`src/rtl/pipe_pkg.sv`:
```
// Types and widths shared by every stage register of the RV32I pipelined core.
package pipe_pkg;

    localparam int unsigned DATA_W       = 32;
    localparam int unsigned REG_ADDR_W   = 5;
    localparam int unsigned ALU_CTRL_W   = 3;
    localparam int unsigned RESULT_SRC_W = 2;

    typedef struct packed {
        logic                    RegWrite;
        logic [RESULT_SRC_W-1:0] ResultSrc;
        logic                    MemWrite;
        logic                    Jump;
        logic                    Branch;
        logic [ALU_CTRL_W-1:0]   ALUControl;
        logic                    ALUSrc;
    } ctrl_t;

    localparam ctrl_t CTRL_BUBBLE = '0;

endpackage

```
`src/rtl/pipe_sat_counter.sv`:
```
// Saturating up-counter with synchronous clear; clear wins over increment.
module pipe_sat_counter #(
    parameter int unsigned CNT_W = 16
) (
    input  logic             clk,
    input  logic             rst_n,
    input  logic             clr,
    input  logic             inc,
    output logic [CNT_W-1:0] count
);

    always_ff @(posedge clk or negedge rst_n) begin
        if (!rst_n) begin
            count <= '0;
        end else if (clr) begin
            count <= '0;
        end else if (inc && (count != {CNT_W{1'b1}})) begin
            count <= count + CNT_W'(1);
        end
    end

endmodule

```
`src/rtl/decode_execute_pipe.sv`:
```
// Decode-to-execute pipeline register with valid tracking, hazard-unit stall/flush
// and saturating stall/flush event counters.
module decode_execute_pipe #(
    parameter int unsigned DATA_W       = 32,
    parameter int unsigned REG_ADDR_W   = 5,
    parameter int unsigned ALU_CTRL_W   = 3,
    parameter int unsigned RESULT_SRC_W = 2,
    parameter int unsigned CNT_W        = 16
) (
    input  logic                    clk,
    input  logic                    rst_n,
    input  logic                    StallE,
    input  logic                    FlushE,
    input  logic                    CntClr,
    input  logic                    ValidD,
    input  logic                    RegWriteD,
    input  logic                    MemWriteD,
    input  logic                    JumpD,
    input  logic                    BranchD,
    input  logic                    ALUSrcD,
    input  logic [RESULT_SRC_W-1:0] ResultSrcD,
    input  logic [ALU_CTRL_W-1:0]   ALUControlD,
    input  logic [DATA_W-1:0]       RD1D,
    input  logic [DATA_W-1:0]       RD2D,
    input  logic [DATA_W-1:0]       PCD,
    input  logic [DATA_W-1:0]       PCPlus4D,
    input  logic [DATA_W-1:0]       ExtImmD,
    input  logic [REG_ADDR_W-1:0]   RS1D,
    input  logic [REG_ADDR_W-1:0]   RS2D,
    input  logic [REG_ADDR_W-1:0]   RDD,
    output logic                    ValidE,
    output logic                    RegWriteE,
    output logic                    MemWriteE,
    output logic                    JumpE,
    output logic                    BranchE,
    output logic                    ALUSrcE,
    output logic [RESULT_SRC_W-1:0] ResultSrcE,
    output logic [ALU_CTRL_W-1:0]   ALUControlE,
    output logic [DATA_W-1:0]       RD1E,
    output logic [DATA_W-1:0]       RD2E,
    output logic [DATA_W-1:0]       PCE,
    output logic [DATA_W-1:0]       PCPlus4E,
    output logic [DATA_W-1:0]       ExtImmE,
    output logic [REG_ADDR_W-1:0]   RS1E,
    output logic [REG_ADDR_W-1:0]   RS2E,
    output logic [REG_ADDR_W-1:0]   RDE,
    output logic [CNT_W-1:0]        StallCnt,
    output logic [CNT_W-1:0]        FlushCnt
);

    import pipe_pkg::ctrl_t;
    import pipe_pkg::CTRL_BUBBLE;

    ctrl_t                  ctrl_d;
    ctrl_t                  ctrl_q;
    logic                   valid_q;
    logic [DATA_W-1:0]      rd1_q, rd2_q, pc_q, pc_plus4_q, ext_imm_q;
    logic [REG_ADDR_W-1:0]  rs1_q, rs2_q, rd_q;

    // An invalid decode slot loads as a side-effect-free instruction.
    always_comb begin
        ctrl_d            = CTRL_BUBBLE;
        ctrl_d.RegWrite   = RegWriteD & ValidD;
        ctrl_d.MemWrite   = MemWriteD & ValidD;
        ctrl_d.Jump       = JumpD & ValidD;
        ctrl_d.Branch     = BranchD & ValidD;
        ctrl_d.ResultSrc  = ResultSrcD;
        ctrl_d.ALUControl = ALUControlD;
        ctrl_d.ALUSrc     = ALUSrcD;
    end

    // Priority: reset > flush > stall > load.
    always_ff @(posedge clk or negedge rst_n) begin
        if (!rst_n) begin
            valid_q    <= 1'b0;
            ctrl_q     <= CTRL_BUBBLE;
            rd1_q      <= '0;
            rd2_q      <= '0;
            pc_q       <= '0;
            pc_plus4_q <= '0;
            ext_imm_q  <= '0;
            rs1_q      <= '0;
            rs2_q      <= '0;
            rd_q       <= '0;
        end else if (FlushE) begin
            valid_q    <= 1'b0;
            ctrl_q     <= CTRL_BUBBLE;
            rd1_q      <= '0;
            rd2_q      <= '0;
            pc_q       <= '0;
            pc_plus4_q <= '0;
            ext_imm_q  <= '0;
            rs1_q      <= '0;
            rs2_q      <= '0;
            rd_q       <= '0;
        end else if (!StallE) begin
            valid_q    <= ValidD;
            ctrl_q     <= ctrl_d;
            rd1_q      <= RD1D;
            rd2_q      <= RD2D;
            pc_q       <= PCD;
            pc_plus4_q <= PCPlus4D;
            ext_imm_q  <= ExtImmD;
            rs1_q      <= RS1D;
            rs2_q      <= RS2D;
            rd_q       <= RDD;
        end
    end

    assign ValidE      = valid_q;
    assign RegWriteE   = ctrl_q.RegWrite;
    assign MemWriteE   = ctrl_q.MemWrite;
    assign JumpE       = ctrl_q.Jump;
    assign BranchE     = ctrl_q.Branch;
    assign ALUSrcE     = ctrl_q.ALUSrc;
    assign ResultSrcE  = ctrl_q.ResultSrc;
    assign ALUControlE = ctrl_q.ALUControl;
    assign RD1E        = rd1_q;
    assign RD2E        = rd2_q;
    assign PCE         = pc_q;
    assign PCPlus4E    = pc_plus4_q;
    assign ExtImmE     = ext_imm_q;
    assign RS1E        = rs1_q;
    assign RS2E        = rs2_q;
    assign RDE         = rd_q;

    // A stall that coincides with a flush is counted only as a flush.
    pipe_sat_counter #(.CNT_W(CNT_W)) u_stall_cnt (
        .clk   (clk),
        .rst_n (rst_n),
        .clr   (CntClr),
        .inc   (StallE & ~FlushE),
        .count (StallCnt)
    );

    pipe_sat_counter #(.CNT_W(CNT_W)) u_flush_cnt (
        .clk   (clk),
        .rst_n (rst_n),
        .clr   (CntClr),
        .inc   (FlushE),
        .count (FlushCnt)
    );

endmodule

```
`config.mk`:
```
export PLATFORM = sky130hd
export DESIGN_NAME = decode_execute_pipe
export DESIGN_NICKNAME = d
export VERILOG_FILES = /design/src/rtl/pipe_pkg.sv /design/src/rtl/pipe_sat_counter.sv /design/src/rtl/decode_execute_pipe.sv
export SDC_FILE = /design/constraint.sdc
export NUM_CORES = 1
export LEC_CHECK = 0
export BUFFER_PORTS_ARGS = -buffer_cell sky130_fd_sc_hd__buf_2
export CAP_MARGIN = 15
export CORE_MARGIN = 2
export CORE_UTILIZATION = 30
export CTS_CLUSTER_DIAMETER = 60
export DETAILED_ROUTE_END_ITERATION = 8
export GPL_TIMING_DRIVEN = 0
export PLACE_DENSITY_LB_ADDON = 0.05
export SLEW_MARGIN = 30
export SYNTH_ARGS = -nofsm -noshare
export SYNTH_HDL_FRONTEND = slang
export SYNTH_SLANG_ARGS = --single-unit
export TNS_END_PERCENT = 5
```
`constraint.sdc`:
```
create_clock -name clk -period 1.69 [get_ports clk]
set_input_delay 0.0845 -clock clk [delete_from_list [all_inputs] [get_ports clk]]
set_output_delay 0.0845 -clock clk [all_outputs]
set_load 0.02 [all_outputs]
```
==> results.cfg <==
[clock_network]
path_clk_slew_ps = 60
cts_buffers = 30
clkLatencyLatePin_ps = 540
clock_sinks = 218
cts_tree = built
cts_root_buf = clkbuf_16
clock_path_buffers = 3
ctsHtreeMaxLevel = 1

[floorplan]
fp.dieArea_um2 = 32200
start_util_pct = 30.4
std_cell_rows = 64
chipWidth_um = 179
ios = 409
core_um2 = 30400
fp.dieH_um = 179

[timing]
timing.fmax_mhz = 564
setup-violations-final = 5
final.setup_skew_ps = 10.6
rsz0062_at_grt = yes
period_needed_ps = 1770
hold_ws_ps = 16.8
period_share_pct = 105
maxSlewViolCount = 0
hold_violations = 0
setup_slack_ps = -82.6
worst_slew_pin_slew_ps = 831
relSlewSlack_pct = 44.6

[logic_synthesis]
ys_types = 44
yosysMostFrequentCell = dfrtp_1
ys_top_cells_by_area = dfrtp_1 59%, mux2i_1 20%, nor2_1 8.1%
syn_inst = 812
synth_edf_count = 0
yosys.area.top_type = dfrtp_1
ys_async_sr_fraction_pct = 100
syn-num-nets = 1005
syn_area_um2 = 9240
ys_seq_elements = 218
yosysTopAreaCellShare_pct = 59.1
synthFlopType = dfrtp_1
synth_commonest_cells = 218 x dfrtp_1, 200 x nor2_1, 183 x mux2i_1
synth_area_per_cell_um2 = 11.4
ys_seq_area_share_pct = 59.1
yosys_warnings = 0

[power_and_ir_drop]
ir_drop_uv = 683
finalPower_mw = 13.9
power.density_nw_per_um2 = 928
p_leak_nw = 7.90

[routing]
wl_per_cell_um = 17.0
ant_nets = 0
avgViaCountPerCell = 4.57
drt_first_pass_iters = 4
drc = 0
routed_wl_um = 31700
drtIter0Drc = 297
vias = 8543

[global_route]
antenna_found_initial = 0
first_global_vias = 8938
grt_pass1_wl_um = 49600
gr-total-overflow = 0
grt_max_degree = 80
grt_util_all_layers_pct = 19.0

[finish]
fill_cells = 2900
regArea_um2 = 5480
diodes = 0
synthToLayoutAreaGrowth_pct = 62.1
finalNetCount = 1648
multi_input_area_um2 = 3670
drive_above_1_share_pct = 35.7

[status]
outcome = finished with violations
violations = setup timing

[setup_path]
critPathRequiredTime_ps = 2150
worstSetupEndpointType = flip-flop
cp_max_fo = 7
cp-start-kind = flip-flop
worstSetupPathType = reg2reg
arrival_ps = 2230

[worst_hold_path]
min_path_type = in2async

[placed_design]
dp_hpwl_um = 22800
gp_congestion = 0.749
portBuffers = 407

[job]
drv_cap = 0
## critical path, stage by stage (launching register included)
cell and delay (ps):
dfrtp_2 420, and4_4 260, or3b_4 430, or4_4 430, a21oi_2 150
## layout make-up
cell class                      instances  area share, %
Sequential cell                       218           36.6
Multi-Input combinational cell        539           24.5
Clock inverter                         10          0.819
Buffer                                 51           1.45
Clock buffer                           39           5.72
Tap cell                              396           3.31
Timing Repair Buffer                  613           27.6
Inverter                                2         0.0502
## through the flow
stage,cell area [um2],utilization (%),worst slack (ps),TNS (ps),cells
after floorplan,9290,-,-77.1,-415,812
after global placement,11800,38.8,-4120,-858150,1615
after detailed placement,11900,39.1,-566,-60070,1618
after CTS,14800,48.7,-174,-1000,1858
after global routing,15000,49.2,-135,-1300,1868
final,15000,49.2,-82.6,-262,1868
## registers in the layout, indices dropped and copies added (netlist names), 2 cells and up
| name | cells |
|---|---|
| PCE | 32 |
| RD1E | 32 |
| u_flush_cnt.count | 16 |
| ResultSrcE | 2 |
| RDE | 5 |
| ExtImmE | 32 |
| u_stall_cnt.count | 16 |
| ALUControlE | 3 |
| PCPlus4E | 32 |
| RS1E | 5 |
| RD2E | 32 |
| RS2E | 5 |
## per-layer routing
metal | part of all wire, % | routed length (um) | vias up | global-route usage, %
met5 | 0 | 0 | - | 0
met4 | 2.9 | 930 | 0 | 5.40
met3 | 7.7 | 2440 | 52 | 5.35
met2 | 48 | 15300 | 317 | 33.0
met1 | 41 | 13000 | 4084 | 23.0
li1 | - | - | 4090 | -
## placed cells by master, fill, tap and decap left out, types with 16 or more instances in the layout
cell           count
a21oi_1           23
buf_2            418
clkbuf_1          23
clkbuf_16         31
dfrtp_1          202
dfrtp_2           16
dlygate4sd3_1    190
mux2i_1          183
nor2_1           200
## cells by family (layout without fill, tap and decap cells)
logic type / Yosys count / after routing / share of synthesized area (%)
simple gates: 291 / 291 / 14.2
flops: 218 / 218 / 59.1
mux: 184 / 184 / 20.0
compound gates: 61 / 61 / 4.04
buf+inv: 55 / 715 / 2.41
fa+ha+maj: 2 / 2 / 0.271
xor+xnor: 1 / 1 / 0.0948
## worst paths after layout
kind,cells past startpoint,to,slack (ps),from
max in group asynchronous,4,RD2E[7]$_DFFE_PN0N_,640,rst_n
hold / removal,2,ExtImmE[15]$_DFFE_PN0N_,20,rst_n
setup / recovery,4,u_flush_cnt.count[11]$_DFFE_PN0P_,-80,u_flush_cnt.count[3]$_DFFE_PN0P_
hold reg to reg,2,PCPlus4E[20]$_DFFE_PN0N_,520,PCPlus4E[20]$_DFFE_PN0N_
min in group clk,3,u_flush_cnt.count[0]$_DFFE_PN0P_,30,CntClr
setup reg to reg,4,u_flush_cnt.count[11]$_DFFE_PN0P_,-80,u_flush_cnt.count[3]$_DFFE_PN0P_
## power breakdown
group / internal [mW] / switching [mW]
sequential: 5.48 / 0.142
combinational: 0.947 / 1.13
clock: 3.84 / 2.36
total: 10.3 / 3.63
## what timing repair did
item | 4_1_cts | 5_1_grt
endpoints found under the hold margin | 325 | 0
hold buffers | 190 | 0
setup buffers | 1 | 12
pin swaps | 5 | 15
resized for setup | 10 | 27
setup endpoints to repair | 22 | 49
(Power assumes the default switching activity.)
